==> config.mk <==
export PLATFORM = sky130hd
export DESIGN_NAME = fifo_wr_arbiter_flat
export DESIGN_NICKNAME = d
export VERILOG_FILES = /design/src/rtl/fifo_wr_arbiter_if.sv /design/src/rtl/fifo_wr_arbiter.sv /design/src/flat_wrapper.sv
export SDC_FILE = /design/constraint.sdc
export NUM_CORES = 1
export LEC_CHECK = 0
export ABC_AREA = 1
export BUFFER_PORTS_ARGS = -buffer_cell sky130_fd_sc_hd__buf_2
export CAP_MARGIN = 10
export CORE_MARGIN = 5
export CORE_UTILIZATION = 30
export CTS_CLUSTER_SIZE = 24
export DETAILED_ROUTE_END_ITERATION = 6
export PLACE_DENSITY_LB_ADDON = 0.08
export SYNTH_ARGS = -nofsm -noshare
export SYNTH_HDL_FRONTEND = slang
export SYNTH_SLANG_ARGS = --single-unit
==> constraint.sdc <==
create_clock -name wrClk -period 1.9 [get_ports wrClk]
set_input_delay 0.38 -clock wrClk [delete_from_list [all_inputs] [get_ports wrClk]]
set_output_delay 0.38 -clock wrClk [all_outputs]
set_load 0.1 [all_outputs]
==> src/rtl/fifo_wr_arbiter_if.sv <==
`default_nettype none
// +--------------------------------------------------------------------------+
// | Module   : fifo_wr_arbiter_if                                            |
// | Purpose  : Bundles the requester handshake and FIFO write-port signals   |
// |            seen by fifo_wr_arbiter.                                      |
// | Signals  : reqValid/reqData/reqLast/reqReady - per-requester beat bus,   |
// |            requester i owns reqData[i*W +: W].                           |
// |            fifoFull/fifoWrEn/fifoDin - FIFO write port.                  |
// |            grantId/busy - arbitration status.                            |
// | Modports : master - the arbiter side; slave - requesters plus FIFO.      |
// | Revision : 1.0 - initial release                                         |
// +--------------------------------------------------------------------------+
interface fifo_wr_arbiter_if #(
  parameter int NUM_REQ           = 4,
  parameter int DATA_WIDTH        = 8,
  parameter int WR_DATA_WIDTH_MUL = 1
);
  localparam int c_W    = WR_DATA_WIDTH_MUL * DATA_WIDTH;
  localparam int c_ID_W = $clog2(NUM_REQ);

  logic [NUM_REQ-1:0]     reqValid;
  logic [NUM_REQ*c_W-1:0] reqData;
  logic [NUM_REQ-1:0]     reqLast;
  logic [NUM_REQ-1:0]     reqReady;
  logic                   fifoFull;
  logic                   fifoWrEn;
  logic [c_W-1:0]         fifoDin;
  logic [c_ID_W-1:0]      grantId;
  logic                   busy;

  modport master (
    input  reqValid, reqData, reqLast, fifoFull,
    output reqReady, fifoWrEn, fifoDin, grantId, busy
  );

  modport slave (
    output reqValid, reqData, reqLast, fifoFull,
    input  reqReady, fifoWrEn, fifoDin, grantId, busy
  );
endinterface
`default_nettype wire

==> src/rtl/fifo_wr_arbiter.sv <==
`default_nettype none
// +--------------------------------------------------------------------------+
// | Module   : fifo_wr_arbiter                                               |
// | Purpose  : Write-side scheduler for the dual-clock FIFO. Shares the one  |
// |            FIFO write port among NUM_REQ requesters with round-robin     |
// |            arbitration, bursts capped at MAX_BURST beats and release of  |
// |            an idle grant after IDLE_TIMEOUT cycles.                      |
// | Ports    : wrClk - write-domain clock (FIFO wrClk)                       |
// |            rst   - synchronous active-high reset                         |
// |            bus   - fifo_wr_arbiter_if.master (requesters + FIFO port)    |
// | Revision : 1.0 - initial release                                         |
// +--------------------------------------------------------------------------+
module fifo_wr_arbiter #(
  parameter int NUM_REQ           = 4,
  parameter int DATA_WIDTH        = 8,
  parameter int WR_DATA_WIDTH_MUL = 1,
  parameter int MAX_BURST         = 8,
  parameter int IDLE_TIMEOUT      = 4
) (
  input  logic               wrClk,
  input  logic               rst,
  fifo_wr_arbiter_if.master  bus
);
  localparam int c_W      = WR_DATA_WIDTH_MUL * DATA_WIDTH;
  localparam int c_ID_W   = $clog2(NUM_REQ);
  localparam int c_BEAT_W = (MAX_BURST > 1) ? $clog2(MAX_BURST) : 1;
  localparam int c_IDLE_W = (IDLE_TIMEOUT > 1) ? $clog2(IDLE_TIMEOUT) : 1;

  localparam logic [c_ID_W-1:0]   c_ID_MAX    = c_ID_W'(NUM_REQ - 1);
  localparam logic [c_BEAT_W-1:0] c_BEAT_LAST = c_BEAT_W'(MAX_BURST - 1);
  localparam logic [c_IDLE_W-1:0] c_IDLE_LAST = c_IDLE_W'(IDLE_TIMEOUT - 1);

  typedef enum logic [0:0] {
    IDLE  = 1'b0,
    BURST = 1'b1
  } state_t;

  state_t              r_state;
  state_t              w_stateNxt;
  logic [c_ID_W-1:0]   r_grantId;
  logic [c_ID_W-1:0]   r_lastGrant;
  logic [c_BEAT_W-1:0] r_beatCnt;
  logic [c_IDLE_W-1:0] r_idleCnt;

  logic [c_ID_W-1:0]   w_cand;
  logic [c_ID_W-1:0]   w_sel;
  logic                w_found;
  logic                w_active;
  logic                w_gValid;
  logic                w_gLast;
  logic                w_xfer;
  logic                w_endBurst;
  logic                w_idle;
  logic                w_timeout;

  // Round-robin search starting just after the last granted requester.
  // The increment wraps explicitly so non-power-of-two NUM_REQ is handled.
  always_comb begin
    w_found = 1'b0;
    w_sel   = r_lastGrant;
    w_cand  = r_lastGrant;
    for (int k = 0; k < NUM_REQ; k++) begin
      w_cand = (w_cand == c_ID_MAX) ? '0 : w_cand + c_ID_W'(1);
      if (!w_found && bus.reqValid[w_cand]) begin
        w_found = 1'b1;
        w_sel   = w_cand;
      end
    end
  end

  // Reset gates the write path so no beat is accepted in a reset cycle.
  assign w_active   = (r_state == BURST) && !rst;
  assign w_gValid   = bus.reqValid[r_grantId];
  assign w_gLast    = bus.reqLast[r_grantId];
  assign w_xfer     = w_active && !bus.fifoFull && w_gValid;
  assign w_endBurst = w_xfer && (w_gLast || (r_beatCnt == c_BEAT_LAST));
  // Only a truly idle requester counts toward the timeout; back-pressure
  // (fifoFull) freezes the counter instead.
  assign w_idle     = w_active && !bus.fifoFull && !w_gValid;
  assign w_timeout  = w_idle && (r_idleCnt == c_IDLE_LAST);

  always_comb begin
    bus.reqReady = '0;
    if (w_active && !bus.fifoFull) begin
      bus.reqReady[r_grantId] = 1'b1;
    end
  end

  assign bus.fifoWrEn = w_xfer;
  assign bus.fifoDin  = w_xfer ? bus.reqData[int'(r_grantId) * c_W +: c_W] : '0;
  assign bus.grantId  = r_grantId;
  assign bus.busy     = (r_state == BURST);

  always_comb begin
    w_stateNxt = r_state;
    case (r_state)
      IDLE:    if (w_found) w_stateNxt = BURST;
      BURST:   if (w_endBurst || w_timeout) w_stateNxt = IDLE;
      default: w_stateNxt = IDLE;
    endcase
  end

  always_ff @(posedge wrClk) begin
    if (rst) begin
      r_state <= IDLE;
    end else begin
      r_state <= w_stateNxt;
    end
  end

  always_ff @(posedge wrClk) begin
    if (rst) begin
      r_grantId   <= '0;
      r_lastGrant <= c_ID_MAX;
      r_beatCnt   <= '0;
      r_idleCnt   <= '0;
    end else if (r_state == IDLE) begin
      if (w_found) begin
        r_grantId <= w_sel;
        r_beatCnt <= '0;
        r_idleCnt <= '0;
      end
    end else begin
      if (w_xfer) begin
        r_beatCnt <= r_beatCnt + c_BEAT_W'(1);
        r_idleCnt <= '0;
      end else if (w_idle && !w_timeout) begin
        r_idleCnt <= r_idleCnt + c_IDLE_W'(1);
      end
      if (w_endBurst || w_timeout) begin
        r_lastGrant <= r_grantId;
      end
    end
  end

endmodule
`default_nettype wire
==> src/flat_wrapper.sv <==
// flat-port wrapper written by rule: the top's interface ports become plain ports
module fifo_wr_arbiter_flat 
#(
  parameter int NUM_REQ           = 4,
  parameter int DATA_WIDTH        = 8,
  parameter int WR_DATA_WIDTH_MUL = 1,
  parameter int MAX_BURST         = 8,
  parameter int IDLE_TIMEOUT      = 4
)
  (wrClk, rst, bus_reqValid, bus_reqData, bus_reqLast, bus_fifoFull, bus_reqReady, bus_fifoWrEn, bus_fifoDin, bus_grantId, bus_busy);
  fifo_wr_arbiter_if #(.NUM_REQ(NUM_REQ), .DATA_WIDTH(DATA_WIDTH), .WR_DATA_WIDTH_MUL(WR_DATA_WIDTH_MUL)) bus_i ();
  input  logic wrClk;
  input  logic rst;
  input wire logic [$bits(bus_i.reqValid)-1:0] bus_reqValid;
  input wire logic [$bits(bus_i.reqData)-1:0] bus_reqData;
  input wire logic [$bits(bus_i.reqLast)-1:0] bus_reqLast;
  input wire logic [$bits(bus_i.fifoFull)-1:0] bus_fifoFull;
  output wire logic [$bits(bus_i.reqReady)-1:0] bus_reqReady;
  output wire logic [$bits(bus_i.fifoWrEn)-1:0] bus_fifoWrEn;
  output wire logic [$bits(bus_i.fifoDin)-1:0] bus_fifoDin;
  output wire logic [$bits(bus_i.grantId)-1:0] bus_grantId;
  output wire logic [$bits(bus_i.busy)-1:0] bus_busy;
  assign bus_i.reqValid = bus_reqValid;
  assign bus_i.reqData = bus_reqData;
  assign bus_i.reqLast = bus_reqLast;
  assign bus_i.fifoFull = bus_fifoFull;
  assign bus_reqReady = bus_i.reqReady;
  assign bus_fifoWrEn = bus_i.fifoWrEn;
  assign bus_fifoDin = bus_i.fifoDin;
  assign bus_grantId = bus_i.grantId;
  assign bus_busy = bus_i.busy;
  fifo_wr_arbiter #(.NUM_REQ(NUM_REQ), .DATA_WIDTH(DATA_WIDTH), .WR_DATA_WIDTH_MUL(WR_DATA_WIDTH_MUL), .MAX_BURST(MAX_BURST), .IDLE_TIMEOUT(IDLE_TIMEOUT)) u_core (.wrClk(wrClk), .rst(rst), .bus(bus_i));
endmodule
# After elaboration in Yosys (flattened, before gate mapping)
# Cells that the tools add are included.
[word_totals]
ff_bits = 10
inputBits = 43
out_inout_bits = 16
wordCells = 90
[op_classes]
add_sub_neg = 6
n_lt_le_gt_ge = 6
n_eq_ne = 8
shifts = 1
mux = 38
bitwise = 1
n_reduce_logical = 25
[op_table]
columns = ["operator", "count"]
rows = [
  ["$shiftx 32x6->8", 1],
  ["$mux 2", 12],
  ["$lt 2x3->1 const B", 5],
  ["$mux 1", 13],
  ["$bmux 1 s2", 6],
  ["$logic_and 1x1->1", 11],
  ["$add 2x1->2 const B", 5],
  ["$eq 2x2->1 const B", 5],
  ["$mux 3", 3],
  ["$mux 8", 1],
  ["$reduce_and 2->1", 4],
  ["$logic_not 1->1", 7],
  ["$mux 4", 1],
  ["$add 3x1->3 const B", 1],
  ["$eq 3x3->1 const B", 1],
  ["$ne 3x3->1 const B", 1],
  ["$demux 1 s2", 1],
  ["$ge 2x1->1 const B", 1],
  ["$logic_or 1x1->1", 2],
  ["$ne 2x2->1 const B", 1],
  ["$pmux 1 s2", 1],
  ["$reduce_bool 2->1", 1],
  ["$not 1->1", 1],
]

# Logic depth before layout (Yosys ltp)
[logic_depth]
depth_word = 16
depth_mapped = 13
depth_no_buf = 13

# Worst setup path before layout
# OpenSTA, ideal clock, no wires.
[synth_timing]
path_kind = "reg-to-output"
startpoint = "register u_core.r_state, in the netlist u_core.bus.busy"
endpoint = "output port bus_reqReady[0]"
arrival_time_ns = 3.763
required_ns = 1.520
path_slack_ns = -2.243
path_stages_with_launch = 5
n_path_buf = 0
cell_sequence = "dfxtp_1 -> inv_1 -> nor3_2 -> inv_1 -> nor3_1"
[synth_between]
elab_chain_cells = 3
[synth_rtl]
columns = ["item", "line_no", "source"]
rows = [
  ["start, declared", "fifo_wr_arbiter.sv:38", "state_t r_state;"],
  ["start signal, assigned", "fifo_wr_arbiter.sv:107", "r_state <= w_stateNxt;"],
  ["$logic_and 1x1->1", "fifo_wr_arbiter.sv:72", "assign w_active = (r_state == BURST) && !rst;"],
  ["$logic_and 1x1->1", "fifo_wr_arbiter.sv:84", "if (w_active && !bus.fifoFull) begin"],
  ["$mux 4", "fifo_wr_arbiter.sv:84", ""],
  ["end, declared", "flat_wrapper.sv:18", "output wire logic [$bits(bus_i.reqReady)-1:0] bus_reqReady;"],
]
# Every way passes these cells.

# Final worst setup path
[layout_timing]
startpoint = "register u_core.r_grantId[1], in the netlist u_core.bus.grantId[1]"
endpoint = "output port bus_fifoDin[2]"
[layout_between]
elab_chain_cells = 4
elab_cells_between_ends = 5
classes_between = "shift: 1; mux: 3; reduce/logical: 1"
[layout_rtl]
columns = ["item", "line_no", "source"]
rows = [
  ["start, declared", "fifo_wr_arbiter.sv:40", "logic [c_ID_W-1:0] r_grantId;"],
  ["start signal, assigned", "fifo_wr_arbiter.sv:119", "r_grantId <= w_sel;"],
  ["branches (longest 3 deep; another with $shiftx 32x6->8)", "n/a", ""],
  ["$mux 8 *", "fifo_wr_arbiter.sv:90", "assign bus.fifoDin = w_xfer ? bus.reqData[int'(r_grantId) * c_W +: c_W] : '0;"],
  ["end, declared", "flat_wrapper.sv:20", "output wire logic [$bits(bus_i.fifoDin)-1:0] bus_fifoDin;"],
]
# Mark *: on every way between the ends. The select of a mux whose other input is x is not followed.

==> summary.txt <==
STA
  – Final Hold Fails: 0
  – Clock Skew: 0.002283 ns
  – Hold slack: 0.4643 ns
  – Slew Limit Fails: 0
  – Final period utilization: 100.6%
  – Fmax: 523.1 MHz
  – Worst-Margin Slew: 0.4875 ns
  – Fin crit period: 1.912 ns
  – Final setup fails: 8
  – Final setup margin: -0.01184 ns
  – RSZ-0062 raised after global routing: yes
  – Slew HR: 67.72%

Clocking
  – CTS Sinks: 10
  – Clk Latency, worst-skew pair: 0.24 ns
  – H-tree depth: 1
  – Root Driver: clkbuf_8
  – Cts hold-fix bufs: 0
  – Clk pin slew, worst setup/hold paths: 0.05 ns
  – TritonCTS clock tree: yes
  – Num CTS Buffers: 3
  – CTS max path bufs: 2

Synth
  – Main combinational cell family by area after synthesis: simple AND/OR/NAND/NOR gates
  – Mean Syn Cell Area: 6.320 sq um
  – Synth Area in Compound Gates: 23.87%
  – Post-Syn Instances: 175
  – Post-synth EDFFs: 0
  – Synth unique cells: 26
  – Syn nets: 222
  – Seq/Total Area, Yosys: 18.10%
  – Top_reg_cell synth: dfxtp_1
  – Number of synthesized register bits: 10
  – Simple-gate share of the synthesized area: 44.80%
  – Synth warn: 0
  – Post-Synth XOR/XNOR Area: 0%
  – Post-synthesis mux area share: 0%
  – Ys async rst share: 0%
  – Synthesized cell area: 1106 sq um
  – Post-Synth Adder-Cell Area: 4.525%

Min path
  – Hold path startpoint: rst
  – Hold crit path type: in2reg

Critical path
  – Crit path DAT: 1.53 ns
  – Critical setup path kind: reg2out
  – Worst r2r src: u_core.r_lastGrant[0]$_SDFFE_PP1P_
  – Startpoint types: register
  – Critical Path Source: u_core.bus.grantId[1]$_SDFFE_PP0P_
  – Crit path max fanout: 6
  – Critical Path RT: 1.52 ns
  – Worst setup EP type: output pin

Global route
  – Gr ovfl total: 0
  – First-pass GRT wire length: 6513 um
  – Vias in the first global route: 1456
  – Pin count of the biggest net entering global routing: 10
  – Initial antenna violation count: 0
  – GRT Total Usage: 15.87%

Place
  – Dpl hpwl: 3142 um
  – Dpl ws: 0.07981 ns
  – I/O Buffers: 58
  – GPL Wtd Cong: 0.7637

Floorplan
  – Die Ht: 70.72 um
  – Chip Width: 70.72 um
  – Io pins: 59
  – Core Area: 3606 sq um
  – Starting Density: 30.67%
  – Die area: 5001 sq um
  – Site row count: 22

Job
  – Maxcap violations: 0

Pwr
  – VDD IR max: 257.3 uV
  – P_sw: 407.1 uW
  – Pwr Total: 967.3 uW
  – Leak pwr: 0.9806 nW
  – PwrDens: 454.5 nW/um^2
  – Int Pwr: 560.2 uW
  – Part of the power in combinational logic: 51.5%
  – Switching part of the total: 42.08%
  – Flop pwr share: 24.8%
  – Clock network fraction of design power: 23.7%

Layout
  – Most common cell after layout, fill and taps aside: nand2_1
  – N_diodes: 0
  – Layout cells sized above 1: 49.81%
  – Fill cell count: 353
  – Syn-to-layout area delta: 92.42%
  – Most frequent cells in the layout: nand2_1, buf_2, buf_4
  – Final net count: 307

Routing
  – DR iter-0 viols: 89
  – Remaining DRCs: 0
  – Vias per cell: 4.756
  – Routed Antenna Nets: 0
  – Pre-antenna DRT Iters: 4
  – Final wirelength: 3900 um
  – Routed len/inst: 12.70 um
  – Vias: 1460

Outcome
  – Status: finished with violations
  – Failing checks: negative setup slack
-- power groups by stage --
| stage | combinational [mW] | clock, mW | sequential [mW] |
|---|---|---|---|
| after floorplan | 0.263 | 0 | 0.276 |
| after global placement | 0.440 | 0 | 0.248 |
| after detailed placement | 0.441 | 0 | 0.248 |
| after CTS | 0.482 | 0.235 | 0.239 |
| after global routing | 0.537 | 0.250 | 0.241 |
| final | 0.499 | 0.229 | 0.240 |
-- area by class of cell --
type                            count  area [sq um]  area share (%)
Multi-Input combinational cell    145          1041           48.91
Timing Repair Buffer               80         670.6           31.51
Clock buffer                        3         41.29           1.940
Clock inverter                      1         3.754          0.1764
Sequential cell                    10         211.5           9.935
Inverter                           20         100.1           4.703
Tap cell                           48         60.06           2.822
-- routing by layer --
layer | part of all wire (%) | track usage [%]
met4 | 0.44 | 2.296
met2 | 52 | 28.94
met1 | 42 | 18.84
met5 | 0 | 0
met3 | 5.8 | 4.403
-- registers in the layout, indices dropped and copies added, names as in the netlist --
name                flops
u_core.r_idleCnt        2
u_core.r_lastGrant      2
u_core.bus.busy         1
u_core.bus.grantId      2
u_core.r_beatCnt        3
-- cell families (layout without fill, tap and decap cells) --
family / count (synthesis) / in the layout
AO/OA/AOI/OAI: 39 / 39
adder cells (fa/ha/maj): 4 / 4
buffers and inverters: 21 / 104
flip-flops: 10 / 10
AND/OR/NAND/NOR: 101 / 102
-- worst max-delay path, cell delays in order, from the launching register on --
cell     delay, ns
dfxtp_4       0.43
nand2_4       0.10
inv_6         0.07
a22oi_4       0.07
nand2_4       0.14
nand2_8       0.10
a31oi_4       0.18
buf_12        0.19
-- what timing repair did --
action,4_1_cts,5_1_grt
pin swaps,6,2
gates resized for setup,3,8
setup endpoints to repair,11,16
setup buffers,7,2
gates cloned,1,0
-- path summary, 6_finish.rpt --
path | to | slack [ns] | cells after the start
max reg2reg | u_core.r_beatCnt[2]$_SDFFE_PP0P_ | 0.22 | 11
min reg2reg | u_core.r_beatCnt[1]$_SDFFE_PP0P_ | 0.48 | 2
min | u_core.bus.grantId[0]$_SDFFE_PP0P_ | 0.46 | 3
max | bus_fifoDin[2] | -0.01 | 7
-- through the flow --
step	setup TNS (ns)	utilization (%)	std cells	area (sq um)
floorplan	-3.261	-	175	1308
global placement	0	53.68	293	1936
detailed placement	0	53.68	293	1936
CTS	-0.1240	57.53	305	2074
global route	-0.5551	59.02	307	2128
finish	-0.07251	59.02	307	2128
-- synthesized netlist by cell type, drive strengths merged, types with 4 or more instances --
library cell | instances | area share (%)
nor2 | 9 | 5.8
nand3 | 9 | 4.1
dfxtp | 10 | 18
o21ai | 10 | 4.5
a31oi | 8 | 4.5
ha | 4 | 4.5
nor3 | 5 | 2.7
nand4 | 4 | 2.3
inv | 20 | 7.7
a22oi | 10 | 9.3
nand2 | 73 | 29
a21oi | 9 | 4.1
(Power assumes the default switching activity.)
